<file path="src/rtl/seg7_scan_driver.sv">
// rtl/seg7_scan_driver.sv - four-digit multiplexed 7-segment driver for a 4-bit down-counter value
// Optional feature: define LEADING_ZERO_BLANK_EN to blank the tens digit for values below 10.

module seg7_scan_driver #(
    parameter int DWELL_CYC = 25000,
    parameter int BLANK_CYC = 16
) (
    input  logic       clk,
    input  logic       Reset_n,
    input  logic [3:0] Q,
    input  logic       load,
    output logic [3:0] an,
    output logic [6:0] seg
);

    localparam int            PW      = $clog2(DWELL_CYC);
    localparam logic [PW-1:0] P_LAST  = PW'(DWELL_CYC - 1);
    localparam logic [PW-1:0] P_BLANK = PW'(BLANK_CYC);
    localparam logic [6:0]    SEG_OFF = 7'b1111111;
    localparam logic [6:0]    SEG_U   = 7'b1000001;

    function automatic logic [6:0] hex_glyph(input logic [3:0] v);
        logic [6:0] g;
        case (v)
            4'h0:    g = 7'b1000000;
            4'h1:    g = 7'b1111001;
            4'h2:    g = 7'b0100100;
            4'h3:    g = 7'b0110000;
            4'h4:    g = 7'b0011001;
            4'h5:    g = 7'b0010010;
            4'h6:    g = 7'b0000010;
            4'h7:    g = 7'b1111000;
            4'h8:    g = 7'b0000000;
            4'h9:    g = 7'b0010000;
            4'hA:    g = 7'b0001000;
            4'hB:    g = 7'b0000011;
            4'hC:    g = 7'b1000110;
            4'hD:    g = 7'b0100001;
            4'hE:    g = 7'b0000110;
            default: g = 7'b0001110;
        endcase
        return g;
    endfunction

    logic [3:0]    held_q, held_d;
    logic          wrap_q, wrap_d;
    logic [4:0]    frame_q, frame_d;
    logic [PW-1:0] p_q, p_d;
    logic [1:0]    d_q, d_d;
    logic [3:0]    an_q, an_d;
    logic [6:0]    seg_q, seg_d;

    logic       p_wrap;
    logic       ge_ten;
    logic [3:0] frame_val;
    logic [3:0] units;
    logic [6:0] tens_glyph;

    always_comb begin
        held_d = held_q;
        wrap_d = wrap_q;
        if (load) begin
            held_d = Q;
            wrap_d = (held_q == 4'd0) && (Q == 4'd15);
        end

        p_wrap = (p_q == P_LAST);
        p_d    = p_wrap ? '0 : p_q + 1'b1;
        d_d    = p_wrap ? d_q + 2'd1 : d_q;

        // Snapshot taken with post-load values so a load on the wrap edge is shown immediately.
        frame_d = (p_d == '0) ? {wrap_d, held_d} : frame_q;
    end

    // Outputs are computed from next-state p/d/frame so the registered outputs line up with p_q/d_q.
    always_comb begin
        frame_val = frame_d[3:0];
        ge_ten    = (frame_val >= 4'd10);
        units     = ge_ten ? frame_val - 4'd10 : frame_val;
`ifdef LEADING_ZERO_BLANK_EN
        tens_glyph = ge_ten ? hex_glyph(4'd1) : SEG_OFF;
`else
        tens_glyph = ge_ten ? hex_glyph(4'd1) : hex_glyph(4'd0);
`endif

        an_d  = 4'b1111;
        seg_d = SEG_OFF;
        if (p_d >= P_BLANK) begin
            an_d = ~(4'b0001 << d_d);
            case (d_d)
                2'd0:    seg_d = hex_glyph(units);
                2'd1:    seg_d = tens_glyph;
                2'd2:    seg_d = hex_glyph(frame_val);
                default: seg_d = frame_d[4] ? SEG_U : SEG_OFF;
            endcase
        end
    end

    always_ff @(posedge clk) begin
        if (!Reset_n) begin
            held_q  <= 4'd0;
            wrap_q  <= 1'b0;
            frame_q <= 5'd0;
            p_q     <= '0;
            d_q     <= 2'd0;
            an_q    <= 4'b1111;
            seg_q   <= SEG_OFF;
        end else begin
            held_q  <= held_d;
            wrap_q  <= wrap_d;
            frame_q <= frame_d;
            p_q     <= p_d;
            d_q     <= d_d;
            an_q    <= an_d;
            seg_q   <= seg_d;
        end
    end

    assign an  = an_q;
    assign seg = seg_q;

endmodule

</file>
<file path="config.mk">
export PLATFORM = sky130hd
export DESIGN_NAME = seg7_scan_driver
export DESIGN_NICKNAME = d
export VERILOG_FILES = /design/src/rtl/seg7_scan_driver.sv
export SDC_FILE = /design/constraint.sdc
export NUM_CORES = 1
export LEC_CHECK = 0
export BUFFER_PORTS_ARGS = -buffer_cell sky130_fd_sc_hd__buf_4
export CAP_MARGIN = 15
export CORE_ASPECT_RATIO = 0.5
export CORE_MARGIN = 2
export CORE_UTILIZATION = 48
export DETAILED_ROUTE_END_ITERATION = 6
export PLACE_DENSITY = 0.65
export SLEW_MARGIN = 20
export SYNTH_ARGS = -nofsm -noshare
export SYNTH_HDL_FRONTEND = slang
export SYNTH_SLANG_ARGS = --single-unit
</file>
<file path="constraint.sdc">
create_clock -name clk -period 10 [get_ports clk]
set_input_delay 1 -clock clk [delete_from_list [all_inputs] [get_ports clk]]
set_output_delay 1 -clock clk [all_outputs]
set_load 0.03 [all_outputs]
</file>
==> PnR_summary.wiki <==
{| class="wikitable"
! Metric !! Value
|-
| Endpoint type of the worst setup path || flop
|-
| Count of input and output buffers || 17
|-
| TritonCTS clock tree || built
|-
| Leakage || 1.11 nW
|-
| Synth Instances || 310
|-
| Number of flops mapped to enable cells by yosys || 0
|-
| Final weighted congestion of routability-driven global placement || 0.899
|-
| Commonest cells after routing, fill and taps aside || 38 x dfxtp_1, 27 x nor2_1, 18 x nand2_1
|-
| FF-to-FF setup slack || 4.83 ns
|-
| Max transition margin || 0.329
|-
| Area of the die || 0.00608 mm2
|-
| CTS H-tree depth || 2
|-
| DR DRC count || 0
|-
| Cell-by-cell trace of the critical path || ha_1 > nand3_1 > nor4_4 > o21ai_1 > o21ai_1 > nor3b_2 > nand2_2 > mux2_2 > inv_1 > ha_1 > o211ai_1 > o21ai_0 > o21ai_1 > inv_1 > ha_1 > and2_1 > a221o_1 > nand3_1 > nand4_1
|-
| Half-perimeter wire length after placement || 4330 um
|-
| Post-CTS setup buffer count || 0
|-
| Number of antenna repair diodes || 0
|-
| Final clock skew || 0.00437 ns
|-
| Post-Syn Area per Cell || 8.42 um2
|-
| Origin of the critical flop-to-flop path || p_q[0]
|-
| Areal power density over the cells || 139 mW/mm2
|-
| Via Count || 2269
|-
| Number of antenna violations at the first check in global routing || 0
|-
| Total GRT Usage || 0.206
|-
| Share of synthesized registers carrying an async set or reset || 0
|-
| Gates resized, CTS repair || 0
|-
| Run status || complete, no violations
|-
| Setup crit start kind || flop
|-
| Hold path cells || 1
|-
| Achievable frequency || 193 MHz
|-
| Source-to-sink clock delay at the later pin of the worst-skew pair || 0.29 ns
|-
| Final Net Count || 338
|-
| Clock tree sinks || 38
|-
| FF-to-FF End || seg[3]
|-
| Top cell type by total area after synthesis || dfxtp_1
|-
| Leading cell type in the layout, fill and taps excluded || dfxtp_1
|-
| First-pass GRT wire length || 9890 um
|-
| Site row count || 18
|-
| Number of top-level pins || 18
|-
| Delay of the slowest cell on the worst path || 0.56 ns
|-
| Grt ovf || 0
|-
| Startpoint of the lowest-slack hold path || p_q[0]
|-
| Number of warnings printed during yosys synthesis || 0
|-
| Number of storage elements in the synthesis netlist || 38
|-
| Clock Root Buffer || clkbuf_8
|-
| Ratio of final minimum period to clock period || 0.517
|-
| Routed wirelength normalized by instance count || 15.2 um
|-
| Core area || 0.00509 mm2
|-
| Pin count of the biggest net entering global routing || 20
|-
| Ratio of cells with drive above 1 in the final layout || 0.139
|-
| Syn Nets || 333
|-
| Total Neg Setup Slack || 0 ns
|-
| Fraction of synthesized cell area taken by the top area cell type || 0.292
|-
| Endpoint arrival time on the critical path || 5.33 ns
|-
| Chip Width || 108 um
|-
| Vias per Instance || 5.88
|-
| Leading cell types by total area after synthesis || dfxtp_1 29%, ha_1 7.7%, mux2i_1 5.4%
|-
| Endpoint required time on the critical path || 10.16 ns
|-
| Via count of the first global-routing pass || 2117
|-
| Final worst path period need || 5.17 ns
|-
| Slowest stage cell on the critical path || nor4_4
|-
| Antenna Nets Post-Route || 0
|-
| Final Instance Count excl. Fillers || 386
|-
| Violation count after the first detailed-routing iteration || 105
|-
| Setup repair after global routing missed its margin || false
|-
| Max-cap viol count || 0
|-
| TritonCTS Buffers || 5
|-
| Placed cell count || 378
|-
| Class of the tightest hold or removal check || flop to flop
|-
| Worst IR drop on VDD || 0.0000818 V
|-
| Die Ht || 56.1 um
|-
| Finish-stage setup viols || 0
|-
| Cell Area, Synth || 0.00261 mm2
|-
| Depth of the most critical reg-to-reg path || 19
|-
| Worst-path fanout max || 16
|-
| Number of pins with negative max-slew slack in the final report || 0
|-
| Main synth FF type || dfxtp_1
|-
| Sequential area share after synthesis || 0.292
|-
| Classification of the worst setup path || flop to flop
|-
| Number of hold-repair buffers added at the cts stage || 0
|-
| Total buffers and inverters traversed by the critical path || 2
|-
| Initial core utilization || 0.513
|-
| Number of optimization iterations in the first detailed-route pass || 4
|-
| Maximum buffer depth of the clock tree || 2
|-
| Count of distinct cell types in the synthesized netlist || 55
|-
| Cell type group with the largest total delay on the critical path || simple AND/OR/NAND/NOR gates
|-
| Post-detailed-routing wire length || 5860 um
|-
| Least-Margin Pin Slew || 0.978 ns
|-
| CTS clock-pin slew for the worst setup and hold paths || 0.08 ns
|-
| Area growth syn-to-layout || 9.98%
|-
| Final Hold Vio Count || 0
|-
| Hold Path End || p_q[0]
|}
==> cell families (layout without fill, tap and decap cells) <==
family | Yosys count | after routing | synth area share
adder cells (fa/ha/maj) | 16 | 16 | 0.0767
buffers and inverters | 28 | 34 | 0.0484
multiplexers | 25 | 25 | 0.106
AND/OR/NAND/NOR | 129 | 129 | 0.271
flip-flops | 38 | 38 | 0.292
AO/OA/AOI/OAI | 54 | 54 | 0.139
XOR/XNOR | 20 | 20 | 0.0671
==> synth_stat cells, types with 2 or more instances <==
library cell	instances
nand2_1	18
o21ai_0	12
mux2i_1	14
nand3_1	17
xor2_1	6
clkbuf_1	11
or4_1	2
nor2_1	27
and3_1	2
o21bai_1	2
or3_1	2
buf_6	2
nand2b_1	2
o21ai_1	6
mux2_4	3
a211o_1	3
nor3b_1	4
a31oi_1	5
dfxtp_1	38
buf_2	5
ha_1	16
mux2_2	7
nor4_1	3
xnor2_1	14
o22ai_1	4
nor2b_1	7
inv_1	9
nor3_1	13
and2_1	15
o21a_1	2
nand4_1	7
o211ai_1	6
a21oi_1	4
==> routing by layer <==
layer | part of all wire | global-route usage
met5 | 0 | 0
met1 | 0.47 | 0.271
met3 | 0.066 | 0.0597
met4 | 0.017 | 0.0623
met2 | 0.44 | 0.326
==> worst max-delay path by stage <==
stage,cells past startpoint,start,to
6_report,19,p_q[0],seg[3]
4_1_cts,19,p_q[0],seg[3]
5_1_grt,19,p_q[0],seg[3]
3_5_place_dp,19,p_q[0],seg[3]
2_1_floorplan,19,p_q[3],seg[3]
3_3_place_gp,19,p_q[0],seg[3]
==> area by class of cell <==
cell class                      count  area (um2)
Multi-Input combinational cell    244        1720
Fill cell                         477        2220
Timing Repair Buffer               17         128
Inverter                            9        33.8
Clock inverter                      3        68.8
Sequential cell                    38         761
Tap cell                           70        87.6
Clock buffer                        5        68.8
==> where the power goes <==
group	internal (mW)	switching [mW]	total [mW]
clock network	0.100	0.0600	0.160
registers	0.154	0.00316	0.157
logic	0.0337	0.0466	0.0803
==> registers in the layout, indices dropped and copies added (netlist names) <==
signal   cells
an           4
d_q          2
frame_q      5
held_q       4
p_q         15
seg          7
wrap_q       1
==> through the flow <==
step                      power, mW  setup WS (ns)  instance area (um2)  utilization  hold WS (ns)
after floorplan               0.224           5.63                 2610            -         0.437
after global placement        0.237           5.06                 2730        0.537         0.457
final                         0.398           4.83                 2870        0.564         0.487
after CTS                     0.400           4.83                 2870        0.564         0.484
after detailed placement      0.239           4.85                 2730        0.537         0.474
after global routing          0.417           4.36                 2870        0.564         0.504
Note: power is estimated with default switching activity, not from simulation.
